File: config.mk
export PLATFORM = sky130hd
export DESIGN_NAME = pipe_hazard_ctrl
export DESIGN_NICKNAME = d
export VERILOG_FILES = /design/src/rtl/pipe_hazard_ctrl.sv
export SDC_FILE = /design/constraint.sdc
export NUM_CORES = 1
export LEC_CHECK = 0
export ABC_AREA = 1
export CORE_ASPECT_RATIO = 0.7
export CORE_MARGIN = 2
export CORE_UTILIZATION = 40
export DETAILED_ROUTE_END_ITERATION = 10
export PLACE_DENSITY = 0.77
export SLEW_MARGIN = 20
export SYNTH_ARGS = -nofsm -noshare
export SYNTH_HDL_FRONTEND = slang
export SYNTH_SLANG_ARGS = --single-unit
File: constraint.sdc
create_clock -name clk -period 2.05 [get_ports clk]
set_clock_uncertainty 0.15 [all_clocks]
set_input_delay 0.41 -clock clk [delete_from_list [all_inputs] [get_ports clk]]
set_output_delay 0.41 -clock clk [all_outputs]
set_load 0.01 [all_outputs]
File: src/rtl/pipe_hazard_ctrl.sv
// pipe_hazard_ctrl
//   Stall/flush sequencer for the 5-stage MIPS pipeline. It compares the
//   operand demand of the instruction in D (Tuse) against the result
//   availability of the producers in E and M (Tnew). It also tracks a
//   multi-cycle mult/div unit so that HI/LO consumers in D wait for it.
//   While stalled, D is held (PC and F/D write enables low) and a bubble
//   is inserted into E (D/E clear). A saturating counter records how many
//   cycles were spent stalled.
//
// Ports
//   clk          pipeline clock, rising edge
//   reset        asynchronous, active-low reset
//   rs_D, rt_D   source register addresses of the instruction in D
//   tuse_rs_D    cycles until D needs rs (3 = never)
//   tuse_rt_D    cycles until D needs rt (3 = never)
//   a3_E, tnew_E destination and result latency of the instruction in E
//   a3_M, tnew_M destination and result latency of the instruction in M
//   md_use_D     D holds a HI/LO unit instruction
//   md_start_E   E issues mult/multu/div/divu this cycle
//   md_div_E     qualifies md_start_E: 1 = divide, 0 = multiply
//   pc_we        PC write enable
//   fd_we        F/D pipeline register write enable
//   de_clr       D/E pipeline register synchronous clear
//   md_busy      HI/LO unit busy (registered)
//   stall_cnt    saturating count of stall cycles since reset

module pipe_hazard_ctrl #(
    parameter int MULT_CYC = 5,
    parameter int DIV_CYC  = 10,
    parameter int CNT_W    = 32
) (
    input  logic             clk,
    input  logic             reset,
    input  logic [4:0]       rs_D,
    input  logic [4:0]       rt_D,
    input  logic [1:0]       tuse_rs_D,
    input  logic [1:0]       tuse_rt_D,
    input  logic [4:0]       a3_E,
    input  logic [1:0]       tnew_E,
    input  logic [4:0]       a3_M,
    input  logic [1:0]       tnew_M,
    input  logic             md_use_D,
    input  logic             md_start_E,
    input  logic             md_div_E,
    output logic             pc_we,
    output logic             fd_we,
    output logic             de_clr,
    output logic             md_busy,
    output logic [CNT_W-1:0] stall_cnt
);

    // The busy timer must hold the longer of the two latencies, but never
    // narrower than 4 bits.
    localparam int MAX_CYC = (MULT_CYC > DIV_CYC) ? MULT_CYC : DIV_CYC;
    localparam int CW_RAW  = $clog2(MAX_CYC + 1);
    localparam int CW      = (CW_RAW < 4) ? 4 : CW_RAW;

    localparam logic [CW-1:0]    MULT_LOAD = CW'(MULT_CYC);
    localparam logic [CW-1:0]    DIV_LOAD  = CW'(DIV_CYC);
    localparam logic [CW-1:0]    CNT_ONE   = CW'(1);
    localparam logic [CNT_W-1:0] STALL_ONE = CNT_W'(1);

    logic [CW-1:0] md_cnt;
    logic [CW-1:0] md_cnt_nxt;
    logic          stall_rs;
    logic          stall_rt;
    logic          stall_md;
    logic          stall;

    // Register hazards: a producer stalls D only when its result arrives
    // later than D needs it. Tuse = 3 can never be exceeded by a 2-bit
    // Tnew, so an unused operand never stalls; $zero is never a hazard.
    always_comb begin
        stall_rs = (rs_D != 5'd0) &&
                   (((rs_D == a3_E) && (tnew_E > tuse_rs_D)) ||
                    ((rs_D == a3_M) && (tnew_M > tuse_rs_D)));
        stall_rt = (rt_D != 5'd0) &&
                   (((rt_D == a3_E) && (tnew_E > tuse_rt_D)) ||
                    ((rt_D == a3_M) && (tnew_M > tuse_rt_D)));
        // An issue in E this cycle counts as busy even before md_busy rises.
        stall_md = md_use_D && (md_start_E || md_busy);
        stall    = stall_rs || stall_rt || stall_md;
    end

    // Hold D and inject a bubble into E; later stages keep flowing.
    always_comb begin
        pc_we  = ~stall;
        fd_we  = ~stall;
        de_clr = stall;
    end

    // Next busy-timer value: a new issue always reloads (newest wins),
    // otherwise count down to zero.
    always_comb begin
        md_cnt_nxt = md_cnt;
        if (md_start_E) begin
            md_cnt_nxt = md_div_E ? DIV_LOAD : MULT_LOAD;
        end else if (md_cnt != '0) begin
            md_cnt_nxt = md_cnt - CNT_ONE;
        end
    end

    // md_busy is registered from the next count so it is high for exactly
    // the programmed number of cycles after the issuing edge.
    always_ff @(posedge clk or negedge reset) begin
        if (!reset) begin
            md_cnt  <= '0;
            md_busy <= 1'b0;
        end else begin
            md_cnt  <= md_cnt_nxt;
            md_busy <= (md_cnt_nxt != '0);
        end
    end

    // Stall performance counter; sticks at all-ones instead of wrapping.
    always_ff @(posedge clk or negedge reset) begin
        if (!reset) begin
            stall_cnt <= '0;
        end else if (stall && (stall_cnt != '1)) begin
            stall_cnt <= stall_cnt + STALL_ONE;
        end
    end

endmodule
==> results of run 1 <==
cell usage in the layout, fill, tap and decap left out, types with 9 or more instances in the layout:
master             n
dfrtp_1           36
nor2_1            45
xnor2_1            9
dlygate4sd2_1     19
inv_1             54
clkdlybuf4s50_1   36
nand2_1          170
nand3_1           54
nor3_1            12
xor2_1            18
buf_4             15
cell families after synthesis:
kind of cell | after synthesis | share of synthesized area [%]
AO/OA/AOI/OAI | 13 | 2.30
XOR/XNOR | 27 | 7.90
adder cells (fa/ha/maj) | 10 | 4.18
buffers and inverters | 76 | 10.5
flip-flops | 37 | 30.9
AND/OR/NAND/NOR | 309 | 44.1
layer usage:
layer | vias to the layer above | track usage (%) | wire length, um
met5 | - | 0 | 0
met4 | 0 | 3.08 | 57
met3 | 9 | 3.85 | 661
met2 | 134 | 34.6 | 3990
met1 | 1507 | 31.9 | 3950
li1 | 1627 | - | -
registers in the layout, summed over array words and instances, names as in the netlist:
| name | cells |
|---|---|
| md_busy | 1 |
| md_cnt | 4 |
| stall_cnt | 32 |
cell type report:
cell class | instances | area [sq um]
clock buffer | 5 | 68.8
clock inverter | 3 | 17.5
fill | 686 | 3190
inverter | 66 | 275
multi-input combinational | 359 | 1900
sequential | 37 | 927
tap | 98 | 123
timing repair buffer | 85 | 788
repair_timing:
item / in CTS / in global routing
setup endpoints to repair: 35 / 34
pin swaps: 15 / 6
gates resized for setup: 92 / 11
endpoints found under the hold margin: 0 / 0
hold buffers: 0 / 0
Yosys cell counts, types with 4 or more instances:
master / instances
ha_1: 10
nor3_1: 12
inv_2: 4
nand2_1: 175
a21oi_1: 6
nand3_1: 56
o21ai_0: 5
nand4_1: 4
buf_2: 6
dfrtp_1: 37
nor2_1: 48
nor2_2: 4
xnor2_1: 9
inv_1: 62
xor2_1: 18
power groups by stage:
stage | registers (W) | logic [W] | clock network (W)
floorplan | 0.000887 | 0.000301 | 0
global placement | 0.000867 | 0.000606 | 0
detailed placement | 0.000871 | 0.000627 | 0
CTS | 0.000857 | 0.000638 | 0.000519
global route | 0.000871 | 0.000727 | 0.000545
finish | 0.000860 | 0.000656 | 0.000512
worst register-to-register path, delay by kind of cell (launching register included):
| kind | cells | cell delay, ns |
|---|---|---|
| fa+ha+maj | 1 | 0.23 |
| buf+inv | 3 | 0.34 |
| flops | 1 | 0.36 |
| simple gates | 7 | 0.70 |
metrics by stage:
stage | setup WS [ns] | utilization [%]
2_1_floorplan | -0.0112 | -
3_3_place_gp | -0.943 | 54.0
3_5_place_dp | -0.950 | 54.0
4_1_cts | 0.00326 | 55.7
5_1_grt | -0.116 | 56.2
6_report | -0.00987 | 56.2
worst max-delay path by stage:
stage                  from      to  slack [ns]
2_1_floorplan     tnew_E[0]   pc_we       -0.01
3_3_place_gp      tnew_E[0]  de_clr       -0.94
3_5_place_dp      tnew_E[0]  de_clr       -0.95
4_1_cts           tnew_E[1]   fd_we       0.003
5_1_grt        tuse_rt_D[1]   pc_we       -0.12
6_report       tuse_rt_D[1]   pc_we       -0.01
==> results.md, run 1 <==
- Run status: finished, violations left
- Failing checks: negative hold slack, negative setup slack
- Router iterations before antenna repair: 5
- Total Nets Final: 597
- DPL Wire Length: 6.70 mm
- Placer congestion estimate: 0.923
- Drt via density: 5.02
- Top_reg_cell synth: dfrtp_1
- Synth cell types: 25
- Crit-path slowest cell: ha_4
- Non-Filler Instances: 653
- Die area: 8200 sq um
- Netlist Area Pre-Place: 2990 sq um
- Combinational share of power: 32.3%
- Fmax: 485 MHz
- Vias: 3,277
- R2r startpoint: stall_cnt[0]$_DFFE_PN0P_
- Worst path arrival time: 1.50 ns
- Flop2flop setup slack: 0.16 ns
- Crit-path cells: buf_8 -> inv_8 -> ha_4 -> nand2_2 -> inv_2 -> nor2_2 -> nand2_1 -> nor2_1 -> nand2_1 -> nand2_1 -> nand2_2 -> nand3_4 -> inv_4 -> buf_6
- Iteration-0 DRC Markers: 273
- Root Buffer: clkbuf_8
- Register area share after synthesis: 30.9%
- Initial core utilization: 41.1%
- Initial antenna violation count: 0
- Largest net degree at the start of global routing: 38
- Switching share of power: 34.2%
- Int Power: 0.00133 W
- RSZ-0062 raised after global routing: yes
- First-pass GRT wire length: 14.4 mm
- Final worst slack: -0.00987 ns
- Hold Slack: -0.00746 ns
- Ant. Diodes: 0
- Leakage: 2.02 nW
- Final instance area: 4100 sq um
- Number of flops mapped to enable cells by yosys: 0
- Area delta synth->final: 36.8%
- DP Cell Count: 645
- CP max stage delay: 0.20 ns
- Chip height: 76.4 um
- P per Cell Area: 495 nW/um^2
- Die X: 107 um
- Layout cell share with drive strength beyond 1: 15.0%
- Slew Limit Fails: 0
- # Post-CTS Setup Buffers: 0
- Startpoint types: input port
- Final Hold Viols: 5
- Slew HR: 67.9%
- CP bufs+invs: 5
- DR WL/cell: 13.3 um
- Total track usage: 21.8%
- Clk pwr share: 25.3%
- Total CTS buffers: 5
- Yosys warning count: 0
- Worst path most repeated cell: nand2_1
- TritonCTS clock tree: yes
- Yosys top cell by area: dfrtp_1
- DRC violations left: 0
- Port Buffers: 68
- Worst Hold Class: in -> async
- Worst-Skew Late Latency: 0.30 ns
- Vias in the first global route: 2,944
- WP data required: 1.49 ns
- Seq pwr share: 42.4%
- CTS max path bufs: 2
- Reg2Reg Depth: 11
- Maxcap violations: 0
- Reg clk slew, reported paths: 0.07 ns
- Syn_nets: 515
- Post-Syn Instances: 472
- P_sw: 0.000694 W
- Tcrit/Tclk final: 100%
- Top delay family on crit path: simple AND/OR/NAND/NOR gates
- Tot Pwr: 0.00203 W
- Worst VDD drop: 0.000339 V
- I/O Pins: 69
- Max FO, Critical Path: 3
- #FFs+latches synth: 37
- Num Clock Sinks: 37
- GRT Residual Overflow: 0
- Core area: 7290 sq um
- DP Area: 3930 sq um
- Min Tclk post-route: 2.06 ns
- Tightest Pin Transition: 0.481 ns
- Asr flop ratio synth: 100%
- Row count: 26
- Synth top area share: 30.9%
- CP Depth: 14
- H-tree levels: 2
- Avg Cell Area, Syn: 6.34 sq um
- CP Capture Type: output port
- R2R Path End: stall_cnt[6]$_DFFE_PN0P_
- Kind of critical path: in -> out
- Ranking of synthesized cells by area: dfrtp_1 31%, nand2_1 22%, nand3_1 9.4%
- Antenna Nets Post-Route: 0
- Setup violators final: 3
- TNS Setup: -0.0212 ns
- Drt total wl: 8.65 mm
No activity file was read; power rests on OpenSTA's default activity.
==> run 2, diff against run 1 <==
--- a/config.mk
+++ b/config.mk
@@ -11,7 +11,7 @@
 export CORE_UTILIZATION = 40
 export DETAILED_ROUTE_END_ITERATION = 10
 export PLACE_DENSITY = 0.77
-export SLEW_MARGIN = 20
+export SLEW_MARGIN = 10
 export SYNTH_ARGS = -nofsm -noshare
 export SYNTH_HDL_FRONTEND = slang
 export SYNTH_SLANG_ARGS = --single-unit
==> results of run 2 <==
The final DEF is identical to that of run 1; final timing and power are the same.
==> run 3, diff against run 2 <==
--- a/config.mk
+++ b/config.mk
@@ -10,7 +10,7 @@
 export CORE_MARGIN = 2
 export CORE_UTILIZATION = 40
 export DETAILED_ROUTE_END_ITERATION = 10
-export PLACE_DENSITY = 0.77
+export PLACE_DENSITY = 0.74
 export SLEW_MARGIN = 10
 export SYNTH_ARGS = -nofsm -noshare
 export SYNTH_HDL_FRONTEND = slang
==> constraint.sdc (replaced) <==
create_clock -name clk -period 2.5 [get_ports clk]
set_clock_uncertainty 0.15 [all_clocks]
set_input_delay 0.5 -clock clk [delete_from_list [all_inputs] [get_ports clk]]
set_output_delay 0.5 -clock clk [all_outputs]
set_load 0.01 [all_outputs]
==> run 3 against run 2 <==
Against the previous run:
- the run now ends clean
- sequential cell count is the same
- hold slack improved by 0.16 ns
- global-route usage fell by 0.88 points
- worst setup slack gained 0.047 ns
- sequential power down 17%
- sequential share of layout area rose by 0.74 points
- via count decreased by 1.8%
- count of clock-buffer cells in the layout rose by 1
==> results.md, run 3 (synthesis results as in run 1) <==
- P_sw: 0.000554 W (-20%)
- Fmax: 406 MHz
- Commonest non-fill, non-tap cell in the layout: nand2_1
- Kind of critical path: in -> out
- Worst-Skew Late Latency: 0.29 ns (about the same)
- Die area: 8200 sq um (unchanged)
- CP Capture Type: output port
- Run status: complete, no violations
- Total CTS buffers: 5 (unchanged)
- Area delta synth->final: 32.3%
- Final Hold Viols: 0 (-5)
- Non-Filler Instances: 643 (-1.5%)
- Placer congestion estimate: 0.958 (+3.7%)
- R2R Path End: stall_cnt[23]$_DFFE_PN0P_
- TritonCTS clock tree: yes
- Layout cell share with drive strength beyond 1: 11.0% (-3.9 points)
- Total Nets Final: 587 (-1.7%)
- Crit-path slowest cell: ha_1
- Commonest cells after routing, fill and taps aside: 171 x nand2_1, 56 x nand3_1, 54 x inv_1
- Setup violators final: 0 (-3)
- # Post-CTS Setup Buffers: 0 (unchanged)
- Initial antenna violation count: 0 (unchanged)
- Largest register by flop count: stall_cnt
- Final worst slack: 0.0369 ns (+0.0468 ns)
- First-pass GRT wire length: 13.9 mm (-3.4%)
- Initial core utilization: 41.1% (unchanged)
- P per Cell Area: 409 nW/um^2 (-17%)
- H-tree levels: 2 (unchanged)
- Maxcap violations: 0 (unchanged)
- Top flop regs: stall_cnt: 32 flops, md_cnt: 4 flops, md_busy: 1 flops
- Drt via density: 5.01 (-0.24%)
- DR WL/cell: 13.3 um (+0.69%)
- Fillers: 717 (+4.5%)
- Root Buffer: clkbuf_8
- Flop2flop setup slack: 0.28 ns (+0.12 ns)
- Worst VDD drop: 0.000367 V (+8.4%)
- Die X: 107 um (unchanged)
- Combinational share of power: 29.8% (-2.5 points)
- CTS max path bufs: 2 (unchanged)
- Min Tclk post-route: 2.46 ns
- Reg clk slew, reported paths: 0.07 ns (about the same)
- Place WS: -0.669 ns (+0.282 ns)
- Core area: 7290 sq um (unchanged)
- Tightest Pin Transition: 0.862 ns (+0.381 ns)
- Reg2Reg Depth: 12 (+1)
- GRT Residual Overflow: 0 (unchanged)
- Worst path most repeated cell: nand2_1
- Int Power: 0.00107 W (-20%)
- Crit-path cells: dlygate4sd2_1 -> ha_1 -> nand2_1 -> o21ai_0 -> nor2_1 -> nand3_1 -> nand2_1 -> nand2_2 -> nand3_4 -> inv_2 -> buf_6
- Max reg flops: 32 (unchanged)
- DPL Wire Length: 6.66 mm (-0.65%)
- Final instance area: 3960 sq um (-3.3%)
- Router iterations before antenna repair: 5 (unchanged)
- I/O Pins: 69 (unchanged)
- Num Clock Sinks: 37 (unchanged)
- Iteration-0 DRC Markers: 273 (unchanged)
- Antenna Nets Post-Route: 0 (unchanged)
- Leakage: 2.01 nW (-0.39%)
- Worst Setup SP: tuse_rs_D[0]
- Chip height: 76.4 um (unchanged)
- Cts hold-fix bufs: 0 (unchanged)
- Drt total wl: 8.58 mm (-0.86%)
- Startpoint types: input port
- Port Buffers: 68 (unchanged)
- Largest net degree at the start of global routing: 42 (+11%)
- Row count: 26 (unchanged)
- Seq pwr share: 44.2% (+1.8 points)
- Ant. Diodes: 0 (unchanged)
- DP Cell Count: 635 (-1.6%)
- DP Area: 3780 sq um (-4.0%)
- Core occupancy in the finished layout: 54.3% (-1.9 points)
- Slew Limit Fails: 0 (unchanged)
- Worst Hold Class: in -> async
- Tcrit/Tclk final: 98.5%
- Clk pwr share: 26.0% (+0.7 points)
- Slew HR: 42.5% (-25 points)
- Worst path arrival time: 1.81 ns (+0.31 ns)
- Max FO, Critical Path: 3 (unchanged)
- Vias in the first global route: 2,766 (-6.0%)
- Vias: 3,219 (-1.8%)
- DRC violations left: 0 (unchanged)
- TNS Setup: 0 ns (+0.0212 ns)
- Switching share of power: 34.2% (about the same)
- Total track usage: 21.0% (-0.88 points)
- WP data required: 1.85 ns (+0.36 ns)
- CP max stage delay: 0.28 ns (+0.08 ns)
- R2r startpoint: stall_cnt[0]$_DFFE_PN0P_
==> run 3: worst max-delay path, delay by kind of cell <==
family | cells | cell delay (ns)
AOI/OAI and AO/OA | 1 | 0.08
adders and majority gates | 1 | 0.28
buffers and inverters | 3 | 0.42
and+or+nand+nor | 6 | 0.51
==> run 3: worst max path at each step <==
stage / cells after the start / to / slack [ns]
6_report: 11 / pc_we / 0.04
5_1_grt: 11 / pc_we / -0.02
4_1_cts: 13 / pc_we / 0.00004
3_5_place_dp: 14 / pc_we / -0.67
3_3_place_gp: 13 / de_clr / -0.60
2_1_floorplan: 14 / pc_we / 0.05
==> run 3: final cells by class <==
class,instances,area (sq um),area share (%)
clock buffer,6,72.6,1.83
clock inverter,2,15.0,0.379
inverter,66,248,6.26
multi-input combinational,359,1850,46.8
sequential,37,926,23.4
tap,98,123,3.10
timing repair buffer,75,722,18.2
==> run 3: timing repair <==
| action | 4_1_cts | 5_1_grt |
|---|---|---|
| endpoints found under the hold margin | 0 | 0 |
| gates resized for setup | 46 | 29 |
| pin swaps | 18 | 15 |
| setup endpoints to repair | 35 | 27 |
==> run 3: per-layer routing <==
metal / global-route usage (%) / wire [um] / vias to the layer above
met5: 0 / 0 / -
met2: 29.7 / 3620 / 144
met1: 33.9 / 4290 / 1465
li1: - / - / 1602
met3: 3.68 / 631 / 8
met4: 2.05 / 41 / 0
==> run 3: through the flow <==
| stage | hold WS, ns | total power, W |
|---|---|---|
| after floorplan | 0.0544 | 0.000963 |
| after global placement | 0.353 | 0.00118 |
| after detailed placement | 0.364 | 0.00119 |
| after CTS | 0.192 | 0.00162 |
| after global routing | 0.231 | 0.00173 |
| final | 0.157 | 0.00162 |
==> run 3: power by group through the flow <==
stage / sequential, W / clock (W) / combinational [W]
finish: 0.000716 / 0.000420 / 0.000483
global route: 0.000727 / 0.000466 / 0.000542
CTS: 0.000716 / 0.000434 / 0.000471
detailed placement: 0.000727 / 0 / 0.000466
global placement: 0.000724 / 0 / 0.000452
floorplan: 0.000728 / 0 / 0.000235
